`src/rtl/dual_port_read_sequencer_if.sv`:
```
// Bus bundle for dual_port_read_sequencer: sweep control, the two SRAM read
// ports and the paired-word output handshake.
// num_words carries one bit more than an address so that the full 2*DEPTH
// span and out-of-range lengths (e.g. 2*DEPTH+1) can both be expressed.
interface dual_port_read_sequencer_if #(
    parameter int DATA_WIDTH = 16,
    parameter int ADDR_WIDTH = 12
);
    logic                  start;
    logic [ADDR_WIDTH:0]   num_words;
    logic                  abort;
    logic                  ren;
    logic [ADDR_WIDTH-1:0] radr;
    logic                  rwen;
    logic [ADDR_WIDTH-1:0] rwadr;
    logic [DATA_WIDTH-1:0] rdata;
    logic [DATA_WIDTH-1:0] rwdata;
    logic [DATA_WIDTH-1:0] out_a;
    logic [DATA_WIDTH-1:0] out_b;
    logic                  out_valid;
    logic                  out_ready;
    logic                  busy;
    logic                  done;

    // Sequencer side.
    modport master (
        input  start, num_words, abort, rdata, rwdata, out_ready,
        output ren, radr, rwen, rwadr, out_a, out_b, out_valid, busy, done
    );

    // Environment side (SRAM plus output consumer).
    modport slave (
        output start, num_words, abort, rdata, rwdata, out_ready,
        input  ren, radr, rwen, rwadr, out_a, out_b, out_valid, busy, done
    );
endinterface

```
`src/rtl/dual_port_read_sequencer.sv`:
```
// dual_port_read_sequencer: sweeps indices 0..N-1, reading word i on the
// read-only port and word N-1-i on the read/write port, and streams the pairs
// through a 2-entry FIFO with a valid/ready handshake.
// Build option: define SEQ_DUAL_PORT_EN for dual-port operation; without it
// the read/write port is unused (rwen/rwadr/out_b tied low) and timing is
// identical.
module dual_port_read_sequencer #(
    parameter int DATA_WIDTH = 16,
    parameter int ADDR_WIDTH = 12,
    parameter int DEPTH      = 2048
) (
    input  logic                       clk,
    input  logic                       rst_n,
    dual_port_read_sequencer_if.master bus
);
    // Index arithmetic is one bit wider than an address so N = 2*DEPTH works.
    localparam int              CW        = ADDR_WIDTH + 1;
    localparam logic [CW-1:0]   MAX_WORDS = CW'(2 * DEPTH);

    typedef enum logic [1:0] {IDLE, RUN, DRAIN, DONE} state_t;

    state_t                state_q, state_d;
    logic [CW-1:0]         len_q, len_d;
    logic [CW-1:0]         idx_q, idx_d;
    logic                  inflight_q;
    logic [1:0]            count_q, count_d;
    logic                  wr_ptr_q, rd_ptr_q;
    logic [DATA_WIDTH-1:0] fifo_a_q [2];
    logic                  bad_start_q;

    logic                  len_ok, start_ok, flush, pop, push, issue;
    logic [2:0]            occ;

    assign len_ok   = (bus.num_words != '0) && (bus.num_words <= MAX_WORDS);
    // abort beats start in IDLE: nothing launches and no done pulse follows
    assign start_ok = (state_q == IDLE) && bus.start && !bus.abort;
    assign flush    = bus.abort && (state_q != IDLE);
    assign pop      = (count_q != 2'd0) && bus.out_ready;
    assign push     = inflight_q;
    // Words that will occupy the FIFO next cycle if nothing new is issued;
    // keeping it below 2 leaves room for the read issued now.
    assign occ      = 3'(count_q) + 3'(inflight_q) - 3'(pop);
    assign issue    = (state_q == RUN) && !bus.abort && (occ < 3'd2);
    assign count_d  = count_q + {1'b0, push} - {1'b0, pop};

    // Next-state logic for the sweep controller.
    always_comb begin
        state_d = state_q;
        len_d   = len_q;
        idx_d   = idx_q;
        unique case (state_q)
            IDLE: begin
                if (start_ok && len_ok) begin
                    state_d = RUN;
                    len_d   = bus.num_words;
                    idx_d   = '0;
                end
            end
            RUN: begin
                if (bus.abort) begin
                    state_d = DONE;
                end else if (issue) begin
                    idx_d = idx_q + 1'b1;
                    if (idx_q == len_q - 1'b1) begin
                        state_d = DRAIN;
                    end
                end
            end
            DRAIN: begin
                // leave once the last word has been handed off
                if (bus.abort || (occ == 3'd0)) begin
                    state_d = DONE;
                end
            end
            DONE: begin
                state_d = IDLE;
            end
            default: begin
                state_d = IDLE;
            end
        endcase
    end

    // Controller state, sweep length and index registers.
    always_ff @(posedge clk or negedge rst_n) begin
        if (!rst_n) begin
            state_q <= IDLE;
            len_q   <= '0;
            idx_q   <= '0;
        end else begin
            state_q <= state_d;
            len_q   <= len_d;
            idx_q   <= idx_d;
        end
    end

    // A rejected start (length 0 or beyond the span) still gets a done pulse.
    always_ff @(posedge clk or negedge rst_n) begin
        if (!rst_n) begin
            bad_start_q <= 1'b0;
        end else begin
            bad_start_q <= start_ok && !len_ok;
        end
    end

    // In-flight tracking and FIFO pointers/count; abort drops everything.
    always_ff @(posedge clk or negedge rst_n) begin
        if (!rst_n) begin
            inflight_q <= 1'b0;
            count_q    <= 2'd0;
            wr_ptr_q   <= 1'b0;
            rd_ptr_q   <= 1'b0;
        end else if (flush) begin
            inflight_q <= 1'b0;
            count_q    <= 2'd0;
            wr_ptr_q   <= 1'b0;
            rd_ptr_q   <= 1'b0;
        end else begin
            inflight_q <= issue;
            count_q    <= count_d;
            if (push) begin
                wr_ptr_q <= ~wr_ptr_q;
            end
            if (pop) begin
                rd_ptr_q <= ~rd_ptr_q;
            end
        end
    end

    // Capture read-only port data one cycle after its request.
    always_ff @(posedge clk or negedge rst_n) begin
        if (!rst_n) begin
            fifo_a_q[0] <= '0;
            fifo_a_q[1] <= '0;
        end else if (push && !flush) begin
            fifo_a_q[wr_ptr_q] <= bus.rdata;
        end
    end

    assign bus.ren       = issue;
    assign bus.radr      = issue ? idx_q[ADDR_WIDTH-1:0] : '0;
    assign bus.out_a     = fifo_a_q[rd_ptr_q];
    assign bus.out_valid = (count_q != 2'd0);
    assign bus.busy      = (state_q != IDLE);
    assign bus.done      = (state_q == DONE) || bad_start_q;

`ifdef SEQ_DUAL_PORT_EN
    logic [DATA_WIDTH-1:0] fifo_b_q [2];

    // Capture read/write port data alongside its read-only partner.
    always_ff @(posedge clk or negedge rst_n) begin
        if (!rst_n) begin
            fifo_b_q[0] <= '0;
            fifo_b_q[1] <= '0;
        end else if (push && !flush) begin
            fifo_b_q[wr_ptr_q] <= bus.rwdata;
        end
    end

    assign bus.rwen  = issue;
    // mirrored index N-1-i; always in range for legal N
    assign bus.rwadr = issue ? ADDR_WIDTH'(len_q - idx_q - 1'b1) : '0;
    assign bus.out_b = fifo_b_q[rd_ptr_q];
`else
    logic unused_rwdata;

    assign unused_rwdata = ^bus.rwdata;
    assign bus.rwen      = 1'b0;
    assign bus.rwadr     = '0;
    assign bus.out_b     = '0;
`endif

endmodule

```
`src/flat_wrapper.sv`:
```
// flat-port wrapper written by rule: the top's interface ports become plain ports
module dual_port_read_sequencer_flat 
#(
    parameter int DATA_WIDTH = 16,
    parameter int ADDR_WIDTH = 12,
    parameter int DEPTH      = 2048
)
  (clk, rst_n, bus_start, bus_num_words, bus_abort, bus_rdata, bus_rwdata, bus_out_ready, bus_ren, bus_radr, bus_rwen, bus_rwadr, bus_out_a, bus_out_b, bus_out_valid, bus_busy, bus_done);
  dual_port_read_sequencer_if #(.DATA_WIDTH(DATA_WIDTH), .ADDR_WIDTH(ADDR_WIDTH)) bus_i ();
  input  logic clk;
  input  logic rst_n;
  input wire logic [$bits(bus_i.start)-1:0] bus_start;
  input wire logic [$bits(bus_i.num_words)-1:0] bus_num_words;
  input wire logic [$bits(bus_i.abort)-1:0] bus_abort;
  input wire logic [$bits(bus_i.rdata)-1:0] bus_rdata;
  input wire logic [$bits(bus_i.rwdata)-1:0] bus_rwdata;
  input wire logic [$bits(bus_i.out_ready)-1:0] bus_out_ready;
  output wire logic [$bits(bus_i.ren)-1:0] bus_ren;
  output wire logic [$bits(bus_i.radr)-1:0] bus_radr;
  output wire logic [$bits(bus_i.rwen)-1:0] bus_rwen;
  output wire logic [$bits(bus_i.rwadr)-1:0] bus_rwadr;
  output wire logic [$bits(bus_i.out_a)-1:0] bus_out_a;
  output wire logic [$bits(bus_i.out_b)-1:0] bus_out_b;
  output wire logic [$bits(bus_i.out_valid)-1:0] bus_out_valid;
  output wire logic [$bits(bus_i.busy)-1:0] bus_busy;
  output wire logic [$bits(bus_i.done)-1:0] bus_done;
  assign bus_i.start = bus_start;
  assign bus_i.num_words = bus_num_words;
  assign bus_i.abort = bus_abort;
  assign bus_i.rdata = bus_rdata;
  assign bus_i.rwdata = bus_rwdata;
  assign bus_i.out_ready = bus_out_ready;
  assign bus_ren = bus_i.ren;
  assign bus_radr = bus_i.radr;
  assign bus_rwen = bus_i.rwen;
  assign bus_rwadr = bus_i.rwadr;
  assign bus_out_a = bus_i.out_a;
  assign bus_out_b = bus_i.out_b;
  assign bus_out_valid = bus_i.out_valid;
  assign bus_busy = bus_i.busy;
  assign bus_done = bus_i.done;
  dual_port_read_sequencer #(.DATA_WIDTH(DATA_WIDTH), .ADDR_WIDTH(ADDR_WIDTH), .DEPTH(DEPTH)) u_core (.clk(clk), .rst_n(rst_n), .bus(bus_i));
endmodule
```
`config.mk`:
```
export PLATFORM = sky130hd
export DESIGN_NAME = dual_port_read_sequencer_flat
export DESIGN_NICKNAME = d
export VERILOG_FILES = /design/src/rtl/dual_port_read_sequencer_if.sv /design/src/rtl/dual_port_read_sequencer.sv /design/src/flat_wrapper.sv
export SDC_FILE = /design/constraint.sdc
export NUM_CORES = 1
export LEC_CHECK = 0
export ABC_AREA = 1
export CORE_UTILIZATION = 49
export CTS_CLUSTER_SIZE = 8
export DETAILED_ROUTE_END_ITERATION = 16
export MAX_ROUTING_LAYER = met4
export PLACE_DENSITY = 0.84
export SETUP_SLACK_MARGIN = 0.15
export SYNTH_ARGS = -nofsm -noshare
export SYNTH_HDL_FRONTEND = slang
export SYNTH_SLANG_ARGS = --single-unit
```
`constraint.sdc`:
```
create_clock -name clk -period 3.9 [get_ports clk]
set_input_delay 0.585 -clock clk [delete_from_list [all_inputs] [get_ports clk]]
set_output_delay 0.585 -clock clk [all_outputs]
set_load 0.01 [all_outputs]
```
==> results.sh, run 1 <==
export IMPL_outcome="complete, no violations"
export IMPL_synthAdderAreaFrac=0.02951
export IMPL_comb_power_share=0.472
export IMPL_synth_top_area_frac=0.4058
export IMPL_synth_edff_count=0
export IMPL_ys_seq_area_frac=0.4058
export IMPL_place_gp_congestion=0.9687
export IMPL_final_period_utilization=0.9247
export IMPL_wl_per_cell_um=12.58
export IMPL_cp_arrival_ps=3020
export IMPL_worst_slew_pin_slew_ps=851.6
export IMPL_regToRegStartpoint="u_core.count_q[0]"
export IMPL_via_per_inst=4.999
export IMPL_ys_types=38
export IMPL_cp_max_fo=12
export IMPL_clkPwrFrac=0.198
export IMPL_hpwl_mm=6.647
export IMPL_die_h_um=93.14
export IMPL_p_sw_frac=0.4176
export IMPL_seq_area_um2=1652
export IMPL_synthFlopType="dfrtp_1"
export IMPL_dieArea_um2=8675
export IMPL_p_switching_w=0.001383
export IMPL_hold_buffers=0
export IMPL_ios=111
export IMPL_finalPower_w=0.003310
export IMPL_fillers=690
export IMPL_drive_gt1_frac=0.09221
export IMPL_place_ws_ps=54.42
export IMPL_ys_top_cells_by_area="dfrtp_1 41%, nand2_1 16%, inv_1 6.1%"
export IMPL_fin_ws_ps=293.7
export IMPL_finish_instance_area_um2=4959
export IMPL_grt_pass1_vias=3547
export IMPL_finalHoldViolCount=0
export IMPL_crit_path_start_kind="flop"
export IMPL_cts_tree="done"
export IMPL_internal_power_w=0.001928
export IMPL_avgSynthCellArea_um2=7.334
export IMPL_place_area_um2=4706
export IMPL_fin_setup_tns_ps=0
export IMPL_cts_clk_slew_worst_paths_ps=80
export IMPL_leakage_nw=2.519
export IMPL_cts_max_path_buffers=2
export IMPL_rsz0062_at_grt="yes"
export IMPL_synth_xor_area_frac=0.03013
export IMPL_cts_buffers_inserted=9
export IMPL_synth_area_leader_cell="dfrtp_1"
export IMPL_grt_first_pass_wirelength_mm=15.66
export IMPL_drc=0
export IMPL_multi_input_area_um2=1966
export IMPL_maxSlewHeadroom=0.4323
export IMPL_reg2reg_slack_ps=880
export IMPL_synth_seq_cells=66
export IMPL_crit_type="flop to output pin"
export IMPL_drv_slew=0
export IMPL_insertion_delay_ps=350
export IMPL_rr_worst_depth=16
export IMPL_numPortBuffers=65
export IMPL_ctsHtreeMaxLevel=3
export IMPL_drv_cap=0
export IMPL_cp_end_kind="output pin"
export IMPL_dr_total_vias=3654
export IMPL_power_frac_seq=0.330
export IMPL_synth_top_family_by_area="simple AND/OR/NAND/NOR gates"
export IMPL_max_freq_mhz=277.3
export IMPL_n_antenna_cell=0
export IMPL_hold_class="primary input to async pin"
export IMPL_core_um2=7888
export IMPL_ir_drop_mv=0.3700
export IMPL_async_flop_share=1.000
export IMPL_area_growth_pct=21.83
export IMPL_r2r_end="u_core.idx_q[11]"
export IMPL_die_w_um=93.14
export IMPL_crit_required_ps=3310
export IMPL_synth_simple_area_share=0.3040
export IMPL_syn_cell_area_um2=4070
export IMPL_synth_compound_area_frac=0.09007
export IMPL_wl_mm=9.194
export IMPL_netlist_instances=555
export IMPL_yosysWarnings=0
export IMPL_muxShareOfSynthArea=0
export IMPL_antenna_found_initial=0
export IMPL_track_usage=0.2369
export IMPL_ant_nets=0
export IMPL_grt_overflow_total=0
export IMPL_drtIter0Drc=224
export IMPL_postLayoutCoreUtil=0.6286
export IMPL_final_nets=683
export IMPL_dr_pass1_iters=5
export IMPL_grt_max_degree=38
export IMPL_skew_ps=10.32
export IMPL_min_period_ps=3606
export IMPL_start_util=0.5160
export IMPL_setup_viol=0
export IMPL_cts_sinks=66
export IMPL_cts_root_buf="clkbuf_8"
export IMPL_row_count=32
export IMPL_p_per_area_nw_per_um2=667.6
[final cells by class]
cell class	instances	share of cell area
Multi-Input combinational cell	401	0.3964
Sequential cell	66	0.3331
Timing Repair Buffer	76	0.1456
Inverter	70	0.05400
Tap cell	102	0.02574
Clock buffer	9	0.02498
Clock inverter	7	0.02019
[logic make-up (layout without fill, tap and decap cells)]
kind of cell,count (synthesis),count (layout)
fa+ha+maj,9,9
buf+inv,116,162
simple gates,282,282
compound gates,67,67
flops,66,66
xor+xnor,14,14
other cells,1,29
[sequential cells by signal (all words and copies together), names as in the netlist]
signal	cells
u_core.count_q	2
u_core.rd_ptr_q	1
u_core.len_q	13
u_core.bad_start_q	1
u_core.idx_q	13
u_core.wr_ptr_q	1
u_core.fifo_a_q	32
u_core.inflight_q	1
u_core.state_q	2
[worst max-delay path, stage by stage (launching register included)]
cell and delay, ps:
dfrtp_1 390, or2_2 310, nand2_1 100, inv_1 50, ha_1 260, inv_1 50
ha_1 130, inv_1 50, fa_2 570, nand3_2 100, buf_4 160, buf_12 140
nor2_1 90, dlygate4sd2_1 270
[synth_stat cells (2+ instances only)]
library cell and instances:
xor2_1 9, buf_2 4, o21ai_1 3, clkbuf_1 9, nand3_1 27, dfrtp_1 66, nand2_1 177, ha_1 8
inv_1 66, nand4_1 3, a21oi_1 6, nor2_1 40, xnor2_1 5, nor2_4 3, buf_4 30, nand2_2 6
nand2_4 2, nand3b_1 6, nor3_1 6, o31ai_1 8, or2_2 3, o21ai_0 46, inv_2 2, clkbuf_2 2
nor3_2 2, nor2_2 3, o21ai_2 2
[worst max-delay path by stage]
stage                 startpoint           end  slack (ps)  cells after the start
2_1_floorplan  u_core.count_q[1]  bus_radr[10]         830                     12
3_3_place_gp       bus_out_ready   bus_radr[2]         150                     13
3_5_place_dp       bus_out_ready  bus_radr[11]          50                     13
4_1_cts        u_core.count_q[0]       bus_ren         130                     13
5_1_grt        u_core.count_q[0]  bus_radr[11]         120                     14
6_report       u_core.count_q[0]  bus_radr[11]         290                     13
[metrics by stage]
stage,hold WS (ps),cells
5_1_grt,391.6,731
6_report,348.1,731
3_5_place_dp,473.4,710
2_1_floorplan,289.4,583
4_1_cts,368.0,728
3_3_place_gp,465.4,710
[cell usage in the layout, fill, tap and decap left out, types with 3 or more instances in the layout]
cell             count
nand4_1              3
nand2_1            177
xor2_1               9
clkdlybuf4s50_1     51
clkbuf_8             9
nor3_1               6
dlygate4sd2_1        9
o31ai_1              8
conb_1              29
o21ai_0             46
nand2_2              6
xnor2_1              4
nor2_4               3
or2_2                3
o21ai_1              3
nor2_1              40
inv_1               66
nand3_1             27
buf_4               10
ha_1                 8
a21oi_1              6
dfrtp_1             66
nand3b_1             6
nor2_2               3
clkinv_4             3
[power groups by stage]
stage,Clock (W),Combinational [W],Sequential (W)
after detailed placement,0,0.00148,0.00110
after global placement,0,0.00143,0.00109
after floorplan,0,0.00106,0.00105
after global routing,0.000689,0.00175,0.00113
after CTS,0.000660,0.00153,0.00109
final,0.000655,0.00156,0.00109
[what timing repair did]
action                     in CTS  in global routing
gates resized for setup        13                  7
pin swaps                       1                  2
buffers inserted                2                  3
setup endpoints to repair      12                  4
[metal layers]
| layer | GRT usage | wire [um] |
|---|---|---|
| met5 | - | 0 |
| met3 | 0.03659 | 322 |
| met2 | 0.3971 | 4700 |
| met1 | 0.2821 | 3960 |
| met4 | 0.1077 | 211 |
Note: power is estimated with default switching activity, not from simulation.
==> run 2, diff against run 1 <==
==> constraint.sdc (replaced) <==
create_clock -name clk -period 4.1 [get_ports clk]
set_input_delay 0.615 -clock clk [delete_from_list [all_inputs] [get_ports clk]]
set_output_delay 0.615 -clock clk [all_outputs]
set_load 0.01 [all_outputs]
==> run 2 against run 1 <==
Clock skew fell by 1.9 ps. Critical path depth did not move. Setup slack barely moved. Clock power fell by 5.2%. Global-route usage barely moved. Sequential cell count did not move. Via count rose by 0.88%. Critical endpoint is now bus_radr[4].
==> results.sh, run 2 (synthesis gave the netlist of run 1 again) <==
export IMPL_skew_ps=8.380
export IMPL_grt_overflow_total=0
export IMPL_final_period_utilization=0.9284
export IMPL_crit_type="flop to output pin"
export IMPL_worst_slew_pin_slew_ps=1104
export IMPL_via_per_inst=5.084
export IMPL_track_usage=0.2371
export IMPL_cp_arrival_ps=3190
export IMPL_outcome="complete, no violations"
export IMPL_ant_nets=0
export IMPL_row_count=32
export IMPL_holdWs_ps=363.2
export IMPL_comb_power_share=0.463
export IMPL_internal_power_w=0.001799
export IMPL_dr_pass1_iters=5
export IMPL_fillers=666
export IMPL_cp_end_kind="output pin"
export IMPL_drtIter0Drc=262
export IMPL_path_cells="or2_2, nand2_1, inv_1, ha_1, inv_1, ha_1, inv_1, fa_2, xnor2_2, nand3_2, buf_6, nor2_1, clkdlybuf4s50_1"
export IMPL_hpwl_mm=6.646
export IMPL_drv_slew=0
export IMPL_ctsHtreeMaxLevel=3
export IMPL_cts_sinks=66
export IMPL_numPortBuffers=65
export IMPL_regMostFlops="u_core.fifo_a_q"
export IMPL_leakage_nw=2.565
export IMPL_wl_per_cell_um=12.65
export IMPL_n_antenna_cell=0
export IMPL_grt_pass1_vias=3466
export IMPL_globalRouteMet1Util=0.2816
export IMPL_grt_max_degree=37
export IMPL_cts_buffers_inserted=9
export IMPL_grt_met2_usage=0.4007
export IMPL_drive_gt1_frac=0.08026
export IMPL_antenna_found_initial=0
export IMPL_cts_root_buf="clkbuf_8"
export IMPL_hold_class="primary input to async pin"
export IMPL_dieArea_um2=8675
export IMPL_cts_max_path_buffers=2
export IMPL_drc=0
export IMPL_critical_path_most_common_cell="inv_1"
export IMPL_final_nets=677
export IMPL_cp_slowest_cell="clkdlybuf4s50_1"
export IMPL_cts_tree="done"
export IMPL_reg_top3="u_core.fifo_a_q: 32 flops, u_core.idx_q: 13 flops, u_core.len_q: 13 flops"
export IMPL_drv_cap=0
export IMPL_place_gp_congestion=0.9825
export IMPL_area_growth_pct=21.40
export IMPL_max_freq_mhz=262.7
export IMPL_busiest_layer="met2"
export IMPL_hold_buffers=0
export IMPL_cp_max_fo=12
export IMPL_dr_total_vias=3686
export IMPL_numPlacedInstances=707
export IMPL_start_util=0.5160
export IMPL_crit_path_max_incr_delay_ps=540
export IMPL_insertion_delay_ps=350
export IMPL_core_um2=7888
export IMPL_crit_required_ps=3480
export IMPL_min_period_ps=3806
export IMPL_gr_usage_met3=0.03008
export IMPL_fin_setup_tns_ps=0
export IMPL_ir_drop_mv=0.3343
export IMPL_largest_register_ffs=32
export IMPL_cts_clk_slew_worst_paths_ps=80
export IMPL_final_cells=725
export IMPL_regToRegStartpoint="u_core.count_q[0]"
export IMPL_multi_input_area_um2=1966
export IMPL_p_sw_frac=0.4192
export IMPL_die_h_um=93.14
export IMPL_die_w_um=93.14
export IMPL_p_per_area_nw_per_um2=626.9
export IMPL_critPathBufInv=5
export IMPL_crit_family="buffers and inverters"
export IMPL_seq_area_um2=1652
export IMPL_p_switching_w=0.001298
export IMPL_rsz0062_at_grt="no"
export IMPL_final_cell_mix="177 x nand2_1, 66 x inv_1, 66 x dfrtp_1"
export IMPL_grt_first_pass_wirelength_mm=15.58
export IMPL_wl_mm=9.173
export IMPL_finalHoldViolCount=0
export IMPL_maxSlewHeadroom=0.2619
export IMPL_clkPwrFrac=0.200
export IMPL_layout_commonest_cell="nand2_1"
export IMPL_power_frac_seq=0.336
export IMPL_place_ws_ps=118.0
export IMPL_ios=111
export IMPL_startpoint="u_core.count_q[0]"
export IMPL_crit_path_start_kind="flop"
export IMPL_fin_ws_ps=293.6
export IMPL_setup_viol=0
export IMPL_finalPower_w=0.003097
[run 2: power groups by stage]
stage | clock network (W) | logic, W | registers (W)
after floorplan | 0 | 0.00101 | 0.00100
after global routing | 0.000657 | 0.00162 | 0.00107
after global placement | 0 | 0.00133 | 0.00104
final | 0.000621 | 0.00144 | 0.00104
after CTS | 0.000628 | 0.00143 | 0.00104
after detailed placement | 0 | 0.00139 | 0.00105
[run 2: final timing paths]
kind,end,slack [ps],cells past startpoint
max in group asynchronous,u_core.idx_q[10],2830,2
max,bus_radr[4],290,13
min,u_core.fifo_a_q[9],360,1
min reg2reg,u_core.fifo_a_q[31],490,2
max reg2reg,u_core.idx_q[11],1140,16
min in group clk,u_core.fifo_a_q[31],490,2
[run 2: repair_timing]
item / 4_1_cts / 5_1_grt
setup buffers: 1 / 1
gates cloned: 0 / 0
gates resized for setup: 4 / 8
pin swaps: 1 / 2
setup endpoints to repair: 11 / 10
[run 2: final cells by class]
class / count / area share
inverters: 70 / 0.05419
clock buffers: 9 / 0.02507
repair buffers: 70 / 0.1421
clock inverters: 7 / 0.02076
well taps: 102 / 0.02583
flip-flops and latches: 66 / 0.3343
multi-input cells: 401 / 0.3978
[run 2: stage by stage]
stage,area [um^2],utilization
floorplan,4175,-
global placement,4671,0.5922
detailed placement,4671,0.5922
CTS,4913,0.6229
global route,4941,0.6264
finish,4941,0.6264
[run 2: metal layers]
| metal | vias to the layer above | share of wire |
|---|---|---|
| li1 | 1797 | - |
| met5 | - | 0 |
| met2 | 138 | 0.51 |
| met4 | 0 | 0.023 |
| met3 | 20 | 0.049 |
| met1 | 1731 | 0.42 |
